===== src/rtl/exe_pkg.sv =====
// Shared EXE-stage definitions for the iterative multiplier: FSM states,
// iteration count and status-register flag positions.
package exe_pkg;

    typedef enum logic [1:0] {
        ST_IDLE = 2'd0,
        ST_CALC = 2'd1,
        ST_FIN  = 2'd2,
        ST_DONE = 2'd3
    } mul_state_e;

    localparam int MUL_ITER = 32;

    // Bit positions inside the {N,Z,C,V} nibble, matching the status register
    localparam int FLAG_N = 3;
    localparam int FLAG_Z = 2;
    localparam int FLAG_C = 1;
    localparam int FLAG_V = 0;

endpackage


===== src/rtl/exe_multiplier_if.sv =====
// Request/response bundle between the EXE stage (master) and the
// multiplier (slave), including the status-register write port.
interface exe_multiplier_if #(
    parameter int WIDTH = 32
);
    logic             start;
    logic             flush;
    logic [WIDTH-1:0] op_a;
    logic [WIDTH-1:0] op_b;
    logic [WIDTH-1:0] acc;
    logic             accumulate;
    logic             s_in;
    logic             c_in;
    logic             v_in;
    logic             busy;
    logic             done;
    logic [WIDTH-1:0] result;
    logic [3:0]       status_bits;
    logic             status_we;

    modport master (
        output start, flush, op_a, op_b, acc, accumulate, s_in, c_in, v_in,
        input  busy, done, result, status_bits, status_we
    );

    modport slave (
        input  start, flush, op_a, op_b, acc, accumulate, s_in, c_in, v_in,
        output busy, done, result, status_bits, status_we
    );
endinterface


===== src/rtl/exe_multiplier.sv =====
// Iterative shift-add MUL/MLA unit: one multiplier bit per cycle, an extra
// cycle for the accumulate add, then a one-cycle done/status-write pulse.
//
// state | meaning
// IDLE  | waiting for start; outputs hold last completed result
// CALC  | one shift-add step per cycle, ITER cycles
// FIN   | optional accumulate add, result/flags registered
// DONE  | done pulse, status_we = latched S bit
module exe_multiplier
    import exe_pkg::*;
#(
    parameter int WIDTH = 32,
    parameter int ITER  = MUL_ITER
) (
    input  logic               clk,
    input  logic               rst_n,
    exe_multiplier_if.slave    bus
);

    localparam int CNT_W = $clog2(ITER + 1);

    mul_state_e       state_q, state_d;
    logic [CNT_W-1:0] cnt_q, cnt_d;
    logic [WIDTH-1:0] mcand_q, mcand_d;
    logic [WIDTH-1:0] mplier_q, mplier_d;
    logic [WIDTH-1:0] partial_q, partial_d;
    logic [WIDTH-1:0] acc_q, acc_d;
    logic             accum_q, accum_d;
    logic             s_q, s_d;
    logic             c_q, c_d;
    logic             v_q, v_d;
    logic [WIDTH-1:0] result_q, result_d;
    logic [3:0]       status_q, status_d;

    logic             take;
    logic [WIDTH-1:0] addend;
    logic [WIDTH-1:0] sum;
    logic [WIDTH-1:0] fin_val;

    // DONE hands back to IDLE on the same edge, so a request presented during
    // the DONE cycle is taken back-to-back without losing an edge.
    assign take    = bus.start && (state_q == ST_IDLE || state_q == ST_DONE);
    assign addend  = (state_q == ST_FIN) ? acc_q : mcand_q;
    assign sum     = partial_q + addend;
    assign fin_val = accum_q ? sum : partial_q;

    always_comb begin
        state_d   = state_q;
        cnt_d     = cnt_q;
        mcand_d   = mcand_q;
        mplier_d  = mplier_q;
        partial_d = partial_q;
        acc_d     = acc_q;
        accum_d   = accum_q;
        s_d       = s_q;
        c_d       = c_q;
        v_d       = v_q;
        result_d  = result_q;
        status_d  = status_q;

        case (state_q)
            ST_IDLE, ST_DONE: begin
                state_d = ST_IDLE;
                if (take) begin
                    mcand_d   = bus.op_a;
                    mplier_d  = bus.op_b;
                    acc_d     = bus.acc;
                    accum_d   = bus.accumulate;
                    s_d       = bus.s_in;
                    c_d       = bus.c_in;
                    v_d       = bus.v_in;
                    partial_d = '0;
                    cnt_d     = '0;
                    state_d   = ST_CALC;
                end
            end
            ST_CALC: begin
                if (mplier_q[0]) partial_d = sum;
                mcand_d  = mcand_q << 1;
                mplier_d = mplier_q >> 1;
                cnt_d    = cnt_q + 1'b1;
                if (cnt_q == CNT_W'(ITER - 1)) state_d = ST_FIN;
            end
            ST_FIN: begin
                partial_d        = fin_val;
                result_d         = fin_val;
                status_d[FLAG_N] = fin_val[WIDTH-1];
                status_d[FLAG_Z] = (fin_val == '0);
                status_d[FLAG_C] = c_q;
                status_d[FLAG_V] = v_q;
                state_d          = ST_DONE;
            end
            default: state_d = ST_IDLE;
        endcase

        // Flush aborts everything, including a FIN that would publish a result
        if (bus.flush) begin
            state_d  = ST_IDLE;
            cnt_d    = '0;
            result_d = result_q;
            status_d = status_q;
        end
    end

    always_ff @(posedge clk or negedge rst_n) begin
        if (!rst_n) begin
            state_q   <= ST_IDLE;
            cnt_q     <= '0;
            mcand_q   <= '0;
            mplier_q  <= '0;
            partial_q <= '0;
            acc_q     <= '0;
            accum_q   <= 1'b0;
            s_q       <= 1'b0;
            c_q       <= 1'b0;
            v_q       <= 1'b0;
            result_q  <= '0;
            status_q  <= '0;
        end else begin
            state_q   <= state_d;
            cnt_q     <= cnt_d;
            mcand_q   <= mcand_d;
            mplier_q  <= mplier_d;
            partial_q <= partial_d;
            acc_q     <= acc_d;
            accum_q   <= accum_d;
            s_q       <= s_d;
            c_q       <= c_d;
            v_q       <= v_d;
            result_q  <= result_d;
            status_q  <= status_d;
        end
    end

    assign bus.busy        = (state_q != ST_IDLE);
    assign bus.done        = (state_q == ST_DONE);
    assign bus.status_we   = (state_q == ST_DONE) && s_q;
    assign bus.result      = result_q;
    assign bus.status_bits = status_q;

endmodule


===== src/flat_wrapper.sv =====
// flat-port wrapper written by rule: the top's interface ports become plain ports
module exe_multiplier_flat import exe_pkg::*;
#(
    parameter int WIDTH = 32,
    parameter int ITER  = MUL_ITER
)
  (clk, rst_n, bus_start, bus_flush, bus_op_a, bus_op_b, bus_acc, bus_accumulate, bus_s_in, bus_c_in, bus_v_in, bus_busy, bus_done, bus_result, bus_status_bits, bus_status_we);
  exe_multiplier_if #(.WIDTH(WIDTH)) bus_i ();
  input  logic clk;
  input  logic rst_n;
  input wire logic [$bits(bus_i.start)-1:0] bus_start;
  input wire logic [$bits(bus_i.flush)-1:0] bus_flush;
  input wire logic [$bits(bus_i.op_a)-1:0] bus_op_a;
  input wire logic [$bits(bus_i.op_b)-1:0] bus_op_b;
  input wire logic [$bits(bus_i.acc)-1:0] bus_acc;
  input wire logic [$bits(bus_i.accumulate)-1:0] bus_accumulate;
  input wire logic [$bits(bus_i.s_in)-1:0] bus_s_in;
  input wire logic [$bits(bus_i.c_in)-1:0] bus_c_in;
  input wire logic [$bits(bus_i.v_in)-1:0] bus_v_in;
  output wire logic [$bits(bus_i.busy)-1:0] bus_busy;
  output wire logic [$bits(bus_i.done)-1:0] bus_done;
  output wire logic [$bits(bus_i.result)-1:0] bus_result;
  output wire logic [$bits(bus_i.status_bits)-1:0] bus_status_bits;
  output wire logic [$bits(bus_i.status_we)-1:0] bus_status_we;
  assign bus_i.start = bus_start;
  assign bus_i.flush = bus_flush;
  assign bus_i.op_a = bus_op_a;
  assign bus_i.op_b = bus_op_b;
  assign bus_i.acc = bus_acc;
  assign bus_i.accumulate = bus_accumulate;
  assign bus_i.s_in = bus_s_in;
  assign bus_i.c_in = bus_c_in;
  assign bus_i.v_in = bus_v_in;
  assign bus_busy = bus_i.busy;
  assign bus_done = bus_i.done;
  assign bus_result = bus_i.result;
  assign bus_status_bits = bus_i.status_bits;
  assign bus_status_we = bus_i.status_we;
  exe_multiplier #(.WIDTH(WIDTH), .ITER(ITER)) u_core (.clk(clk), .rst_n(rst_n), .bus(bus_i));
endmodule

===== config.mk =====
export PLATFORM = sky130hd
export DESIGN_NAME = exe_multiplier_flat
export DESIGN_NICKNAME = d
export VERILOG_FILES = /design/src/rtl/exe_pkg.sv /design/src/rtl/exe_multiplier_if.sv /design/src/rtl/exe_multiplier.sv /design/src/flat_wrapper.sv
export SDC_FILE = /design/constraint.sdc
export NUM_CORES = 1
export LEC_CHECK = 0
export CAP_MARGIN = 20
export CORE_MARGIN = 1
export CORE_UTILIZATION = 50
export DETAILED_ROUTE_END_ITERATION = 6
export PLACE_DENSITY = 0.81
export SLEW_MARGIN = 20
export SYNTH_ARGS = -nofsm -noshare
export SYNTH_HDL_FRONTEND = slang
export SYNTH_SLANG_ARGS = --single-unit

===== constraint.sdc =====
create_clock -name clk -period 4.89 [get_ports clk]
set_input_delay 1.2225 -clock clk [delete_from_list [all_inputs] [get_ports clk]]
set_output_delay 1.2225 -clock clk [all_outputs]
set_load 0.01 [all_outputs]

# After elaboration in Yosys (flattened, before gate mapping)
# Cells that the tools add are included.
op_classes:
  n_eq_ne: 8
  reduce_logical: 14
  muxes: 16
  add_sub_neg: 2
  bitwise: 1
ops:
  columns: ["op", "count"]
  rows:
  - ["$mux 32", 6]
  - ["$pmux 32 s2", 2]
  - ["$pmux 32 s3", 1]
  - ["$add 32x32->32", 1]
  - ["$logic_not 32->1", 1]
  - ["$mux 6", 2]
  - ["$pmux 6 s2", 1]
  - ["$reduce_and 2->1", 5]
  - ["$add 6x1->6 const B", 1]
  - ["$eq 6x5->1 const B", 1]
  - ["$ne 3x2->1 const B", 2]
  - ["$pmux 2 s3", 1]
  - ["$eq 2x2->1 const B", 2]
  - ["$mux 2", 2]
  - ["$ne 2x1->1 const B", 2]
  - ["$reduce_bool 2->1", 2]
  - ["$reduce_bool 3->1", 1]
  - ["$eq 2x1->1 const B", 1]
  - ["$logic_and 1x1->1", 2]
  - ["$logic_not 2->1", 1]
  - ["$reduce_or 2->1", 1]
  - ["$logic_or 1x1->1", 1]
  - ["$mux 1", 1]
  - ["$not 1->1", 1]
word_totals:
  reg_bits: 176
  word_cells: 53
  input_bits: 104

# Logic depth before layout (Yosys ltp)
# Gate-level depths: netlist of run 1.
depth:
  depth_word: 6
  depth_mapped: 18
  mapped_depth_nobuf: 16

# Worst setup path after synthesis of run 1
# Ideal clock, no wire load.
synth_timing:
  path_type: "flip-flop to flip-flop"
  start: "reg u_core.state_q[0]"
  end: "reg u_core.status_q[2], in the netlist u_core.bus.status_bits[2]"
  setup_ns: 0.104
  slack_ns: -0.117
  arrival_time_ns: 4.903
  period_less_slack_ns: 5.007
  stages_incl_launch_ff: 19
  path_cell_list: "dfrtp_1 > inv_1 > ha_1 > clkbuf_1 > buf_1 > mux2_2 > ha_1 > inv_1 > fa_1 > nor2b_4 > o31a_4 > nor4_4 > o21ai_2 > a311o_1 > a311o_1 > o32a_1 > or4_1 > or4b_1 > o41ai_2"
synth_via:
  elab_chain_cells: 5
synth_lines:
  columns: ["item", "line", "source"]
  rows:
  - ["from (decl)", "exe_multiplier.sv:22", "mul_state_e state_q, state_d;"]
  - ["from (signal assigned)", "exe_multiplier.sv:120", "state_q <= state_d;"]
  - ["$eq 2x2->1 (*)", "exe_multiplier.sv:43, exe_multiplier.sv:61", null]
  - ["$mux 32", "exe_multiplier.sv:43", "assign addend = (state_q == ST_FIN) ? acc_q : mcand_q;"]
  - ["$add 32x32->32", "exe_multiplier.sv:44", "assign sum = partial_q + addend;"]
  - ["$mux 32", "exe_multiplier.sv:45", "assign fin_val = accum_q ? sum : partial_q;"]
  - ["$logic_not 32->1", "exe_multiplier.sv:88", "status_d[FLAG_Z] = (fin_val == '0);"]
  - ["to (signal assigned)", "exe_multiplier.sv:131", "status_q <= status_d;"]
  - ["to (decl)", "exe_multiplier.sv:33", "logic [3:0] status_q, status_d;"]
# Mark *: on every way between the ends. The rest lies on a longest branch, timed or not.
# A chain may end at the register's enable or synchronous reset.

# Final worst setup path of run 1
# Same ends and word-level chain as after synthesis.

==> run summary, run 1 <==
GP Congestion - 0.9467
First-pass GRT wire length - 43700 um
DP HPWL - 19350 um
RSZ-0062 raised after global routing - no
Commonest cells post-synth - 175 x dfrtp_1, 174 x nand2_1, 138 x o21ai_0
Row count - 51
Final setup TNS - 0 ps
Smallest hold slack - 482.2 ps
Htree depth - 4
CTS Buf Count - 17
Flops & latches, synth - 175
Pins Over Slew Limit - 0
Slew headroom - 27.84%
Post-CTS Hold Buffers - 0
Top cells by area, synth - dfrtp_1 43%, mux2_2 8.4%, mux2i_1 8.0%
Fmax - 213.9 MHz
Net Count, Synth - 1217
DRC viols - 0
Routed vias/inst - 5.828
Final hold vios - 0
Die Width - 145.0 um
R2r endpoint - u_core.bus.status_bits[2]
Vias - 8590
Maximum Capacitance Violations - 0
Io pins - 143
Sequential element share of the synthesized area - 42.82%
Crit Path Class - flop to flop
Post-synth EDFFs - 0
CTS Root Cell - clkbuf_16
Placeable Area - 0.01978 sq mm
Share of cells above drive strength 1 - 13.32%
Fin nets - 1338
Power per cell area - 688.3 mW/mm^2
Mapped cell area - 0.01023 sq mm
PortBufs - 142
Crit Path Max Fanout - 4
TritonCTS clock tree - built
Synth cell types - 72
Clock slew at reported path FFs - 70 ps
YS warnings - 0
Total length of routed wires - 26840 um
Status - finished clean
Tmin final - 4676 ps
Crit path DAT - 5010 ps
Area grow syn2layout - 23.22%
Reg-to-reg slack, setup - 210 ps
Primary FF master, synth - dfrtp_1
Critical path launch point type - flop
Clock Tree Buf Depth - 2
Post-synth top area share - 42.82%
Cells after Synth - 1075
Die footprint - 0.02103 sq mm
Ant diodes - 0
Largest area contributor in the netlist - dfrtp_1
Vias in the first global route - 8710
Final core utilization - 63.70%
Floorplan die height - 145.0 um
Drt initial violations - 610
Most frequent cell after synthesis - dfrtp_1
Placed instance count - 1439
Worst Setup End Kind - flop
Antenna-violating nets left - 0
Worst Clk Skew - 11.08 ps
Initial antenna violation count - 0
HP Class - flop to flop
Leakage power - 5.296 nW
R2r worst-path depth - 17
Global route overflow - 0
Final period util - 95.61%
Share of synthesized registers carrying an async set or reset - 100.0%
Worst setup endpoint - u_core.bus.status_bits[2]
Pin count of the biggest net entering global routing - 114
Clock sink count - 175
Endpoints failing setup - 0
VDD IR-drop max - 0.5620 mV
Synth Area per Inst - 9.513 sq um
Drt wl/cell - 18.21 um
CP startpoint - u_core.state_q[0]
Final Instance Count excl. Fillers - 1474
Pre-antenna DRT Iters - 5
Worst-margin pin slew - 1082 ps
Clock Latency Late Sink - 430 ps
Reg-to-Reg Start - u_core.state_q[0]
Gr usage total - 26.09%
Starting density of the core - 51.70%
Req. time, crit path - 5220 ps
## how the worst min path moves through the flow
stage                                     start                         to  slack, ps  depth (start not counted)
after global routing      u_core.bus.result[12]      u_core.bus.result[12]        520                          2
after global placement               u_core.v_q  u_core.bus.status_bits[0]        450                          2
after floorplan                      u_core.v_q  u_core.bus.status_bits[0]        430                          2
final                      u_core.bus.result[8]       u_core.bus.result[8]        480                          2
after CTS                            u_core.c_q  u_core.bus.status_bits[1]        480                          2
after detailed placement             u_core.c_q  u_core.bus.status_bits[1]        470                          2
## critical path: stages (launching register included)
cell	delay, ps
dfrtp_1	450
inv_2	120
ha_4	170
buf_4	120
mux2_2	320
ha_1	190
inv_1	70
fa_1	250
nor2b_4	60
o31a_4	310
nor4_4	180
o21ai_2	150
a311o_1	340
a311o_1	340
o32a_1	180
or4_1	490
or4b_1	560
o41ai_2	270
## cell usage in the layout, fill, tap and decap left out, types with 7 or more instances in the layout
| cell | netlist | final |
|---|---|---|
| nand2_1 | 174 | 174 |
| dfrtp_1 | 175 | 174 |
| clkdlybuf4s50_1 | 0 | 141 |
| o21ai_0 | 138 | 137 |
| mux2i_1 | 82 | 82 |
| mux2_2 | 76 | 76 |
| nor2_1 | 53 | 53 |
| a21oi_1 | 57 | 53 |
| ha_1 | 37 | 34 |
| buf_4 | 1 | 23 |
| clkbuf_16 | 0 | 18 |
| xnor2_1 | 16 | 16 |
| inv_1 | 16 | 15 |
| xor2_1 | 13 | 13 |
| nand4_1 | 13 | 13 |
| a22oi_1 | 10 | 10 |
| nor3_1 | 10 | 10 |
| nand3_1 | 9 | 9 |
| a22o_1 | 8 | 8 |
| a31oi_1 | 7 | 7 |
## logic make-up (layout without fill, tap and decap cells)
kind of cell    count (synthesis)  in the layout  share of synthesized area [%]
mux                           158            158                          16.40
buf+inv                        85            219                          3.304
fa+ha+maj                      38             38                          4.723
xor+xnor                       29             29                          2.484
simple gates                  306            306                          13.42
flops                         175            175                          42.82
compound gates                284            284                          16.85
## area by class of cell
cell class / instances / area, sq um
Clock buffer: 17 / 425.4
Timing Repair Buffer: 169 / 1680
Inverter: 18 / 67.56
Clock inverter: 15 / 142.6
Sequential cell: 175 / 4380
Multi-Input combinational cell: 815 / 5573
Fill cell: 1649 / 7181
Tap cell: 265 / 331.6
## state kept, by name, summed over array words and instances (netlist names), 2 cells and up
signal / cells
u_core.acc_q: 32
u_core.bus.result: 31
u_core.bus.status_bits: 4
u_core.cnt_q: 6
u_core.mcand_q: 32
u_core.mplier_q: 32
u_core.partial_q: 32
u_core.state_q: 2
## metal layers
| layer | track usage [%] | up-vias | share of wire [%] |
|---|---|---|---|
| li1 | - | 4107 | - |
| met5 | 0 | - | 0 |
| met3 | 6.384 | 62 | 6.1 |
| met1 | 29.59 | 4152 | 39 |
| met4 | 10.53 | 0 | 3.2 |
| met2 | 46.71 | 269 | 51 |
## stage by stage
step	power [mW]	area [sq um]	setup WS (ps)
detailed placement	7.284	11950	44.14
finish	8.673	12600	214.4
floorplan	5.748	10230	6.204
global placement	7.156	11950	153.8
CTS	8.636	12520	51.16
global route	9.294	12600	9.414
## repair_timing
item / CTS / global route
gates resized for setup: 0 / 8
setup endpoints to repair: 0 / 1
setup buffers: 0 / 2
## power breakdown
group,internal (mW),switching [mW],total (mW)
combinational,2.06,2.74,4.79
sequential,2.08,0.485,2.56
clock,0.678,0.637,1.31
No activity file was read; power rests on OpenSTA's default activity.
==> run 2: changes to the inputs <==
--- a/config.mk
+++ b/config.mk
@@ -9,7 +9,7 @@
 export CORE_MARGIN = 1
 export CORE_UTILIZATION = 50
 export DETAILED_ROUTE_END_ITERATION = 6
-export PLACE_DENSITY = 0.81
+export PLACE_DENSITY = 0.78
 export SLEW_MARGIN = 20
 export SYNTH_ARGS = -nofsm -noshare
 export SYNTH_HDL_FRONTEND = slang
==> constraint.sdc (replaced) <==
create_clock -name clk -period 5.6 [get_ports clk]
set_input_delay 1.4 -clock clk [delete_from_list [all_inputs] [get_ports clk]]
set_output_delay 1.4 -clock clk [all_outputs]
set_load 0.01 [all_outputs]
==> run 2 against run 1 <==
Against the previous run: final cell count fell by 1.0%; die area unchanged; design area decreased by 1.0%; critical path depth fell by 2; non-clock buffer count decreased by 15; hold slack lost 16 ps; clock skew down 0.96 ps; worst setup slack better by 230 ps; clock-buffer cell count increased by 1; first-iteration DRC count shrank 0.82%; sequential power fell by 11%; sequential cell count unchanged; critical path type unchanged; largest power group unchanged.
==> run summary, run 2 (synthesis results as in run 1) <==
CTS Buf Count - 17 (unchanged)
Floorplan die height - 145.0 um (unchanged)
Clock Latency Late Sink - 430 ps (about the same)
Global route overflow - 0 (unchanged)
Share of cells above drive strength 1 - 11.64% (-1.7 points)
Row count - 51 (unchanged)
Power after layout - 7.566 mW (-13%)
Io pins - 143 (unchanged)
Vias - 8517 (-0.85%)
CP startpoint - u_core.state_q[0]
Area grow syn2layout - 21.94%
Top Usage Layer GRT - met2
Critical path launch point type - flop
Gr usage total - 26.81% (+0.72 points)
Endpoints failing setup - 0 (unchanged)
Final worst slack - 448.8 ps (+234.3 ps)
Critical hold path startpoint - u_core.v_q
Cts repair resizes - 0 (unchanged)
Total length of routed wires - 27210 um (+1.4%)
Worst-margin pin slew - 966.3 ps (-116.0 ps)
Status - finished clean
CP bufs+invs - 2 (-1)
Reg-to-Reg Start - u_core.state_q[0]
HP Class - flop to flop
Sequence of cells on the critical path - inv_1, ha_2, buf_4, mux2_2, ha_1, a21oi_1, o21ai_0, a21oi_1, a311oi_1, mux2i_1, nand2_1, a211o_2, or4_1, or4b_1, o41ai_2
Die footprint - 0.02103 sq mm (unchanged)
Sequential share of power - 30.2% (+0.6 points)
DRC viols - 0 (unchanged)
Pins Over Slew Limit - 0 (unchanged)
PortBufs - 142 (unchanged)
Req. time, crit path - 5940 ps (+720 ps)
Htree depth - 4 (unchanged)
VDD IR-drop max - 0.3636 mV (-35%)
Met3 Usage GRT - 4.906% (-1.5 points)
Crit Path Class - flop to flop
Power per cell area - 606.7 mW/mm^2 (-12%)
Crit path DAT - 5490 ps (+480 ps)
Routed vias/inst - 5.838 (+0.17%)
Pint - 4.222 mW (-12%)
Placeable Area - 0.01978 sq mm (unchanged)
Leakage power - 5.230 nW (-1.2%)
Post-CTS Hold Buffers - 0 (unchanged)
Final setup TNS - 0 ps (unchanged)
Crit Path Max Fanout - 19 (+15)
Final hold vios - 0 (unchanged)
Clock Tree Buf Depth - 2 (unchanged)
Fmax - 194.1 MHz (-9.2%)
Vias in the first global route - 8556 (-1.8%)
Combinational power share - 53.4% (-1.9 points)
Die Width - 145.0 um (unchanged)
Clock slew at reported path FFs - 70 ps (about the same)
Setup Buffers After CTS - 0 (unchanged)
Met1 usage in global routing - 32.49% (+2.9 points)
Crit-path max cell delay - 650 ps (+90 ps)
Antenna-violating nets left - 0 (unchanged)
FILL cells - 1679 (+1.8%)
Drt wl/cell - 18.65 um (+2.4%)
CP max stage cell - a311oi_1
RSZ-0062 raised after global routing - no
Crit path max-delay family - compound AO/OA/AOI/OAI gates
Pre-CTS WS - 507.7 ps (+463.6 ps)
DP HPWL - 19910 um (+2.9%)
Sw power - 3.344 mW (-13%)
Drt initial violations - 605 (-0.82%)
GR Util met2 - 47.14% (+0.43 points)
TritonCTS clock tree - built
Starting density of the core - 51.70% (unchanged)
Fin nets - 1323 (-1.1%)
GP Congestion - 0.8940 (-5.6%)
Switching Fraction - 44.19% (-0.31 points)
Worst Setup End Kind - flop
Tmin final - 5151 ps (+475.7 ps)
Most frequent cells in the layout - 174 x nand2_1, 174 x dfrtp_1, 141 x clkdlybuf4s50_1
Worst Clk Skew - 10.12 ps (-0.9629 ps)
Ant diodes - 0 (unchanged)
Initial antenna violation count - 0 (unchanged)
Clock sink count - 175 (unchanged)
Critical Path Most Common Cell - a21oi_1
Slew headroom - 35.58% (+7.7 points)
First-pass GRT wire length - 44790 um (+2.5%)
Final core utilization - 63.04% (-0.66 points)
Clock share of power - 16.5% (+1.3 points)
Final period util - 91.99% (-3.6 points)
Maximum Capacitance Violations - 0 (unchanged)
Pin count of the biggest net entering global routing - 105 (-7.9%)
CTS Root Cell - clkbuf_16
Pre-antenna DRT Iters - 5 (unchanged)
run 2: cell count changes in the layout (fill, tap and decap cells not counted), sizes merged:
cell	delta
buf	-14
bufinv	+3
inv	-3
clkinv	-1
run 2: metal layers:
layer,up-vias,wire length (um)
li1,4061,-
met1,4113,11160
met2,282,13700
met3,61,1453
met4,0,896
met5,-,0
run 2: area by class of cell:
type	instances	area, sq um	share of cell area [%]
Clock buffer	18	429.2	3.442
Clock inverter	14	180.2	1.445
Inverter	18	67.56	0.5418
Multi-Input combinational cell	815	5543	44.45
Sequential cell	175	4380	35.13
Tap cell	265	331.6	2.659
Timing Repair Buffer	154	1538	12.33
run 2: final timing paths:
| check | endpoint | cells past startpoint | slack (ps) |
|---|---|---|---|
| setup reg to reg | u_core.bus.status_bits[2] | 15 | 450 |
| hold reg to reg | u_core.bus.status_bits[0] | 2 | 470 |
| hold / removal | u_core.bus.status_bits[0] | 2 | 470 |
| setup / recovery | u_core.bus.status_bits[2] | 15 | 450 |
| max in group asynchronous | u_core.cnt_q[1] | 2 | 3660 |
| min in group asynchronous | u_core.acc_q[22] | 1 | 1010 |
run 2: tightest hold or removal path, stage by stage, from the launching register on:
cell	delay, ps
dfrtp_1	340
nand2_1	50
nand2_1	50
run 2: power by group through the flow:
stage          sequential [mW]  clock [mW]  combinational (mW)
2_1_floorplan             2.13           0                2.88
3_3_place_gp              2.28           0                3.92
3_5_place_dp              2.30           0                3.99
4_1_cts                   2.28        1.26                4.02
5_1_grt                   2.35        1.31                4.45
6_report                  2.28        1.25                4.04
run 2: per-stage QoR:
stage	instance area [sq um]	cells	hold slack, ps
final	12470	1459	466.5
after global placement	11860	1427	442.6
after detailed placement	11860	1427	452.2
after global routing	12470	1459	485.9
after CTS	12470	1459	469.6
after floorplan	10230	1075	434.8
==> run 3: changes to the inputs <==
--- a/config.mk
+++ b/config.mk
@@ -8,7 +8,9 @@
 export CAP_MARGIN = 20
 export CORE_MARGIN = 1
 export CORE_UTILIZATION = 50
+export CTS_CLUSTER_SIZE = 8
 export DETAILED_ROUTE_END_ITERATION = 6
+export HOLD_SLACK_MARGIN = 0.05
 export PLACE_DENSITY = 0.78
 export SLEW_MARGIN = 20
 export SYNTH_ARGS = -nofsm -noshare
==> results of run 3 <==
Same layout as run 2: the final DEF is identical, and so are final timing and power.
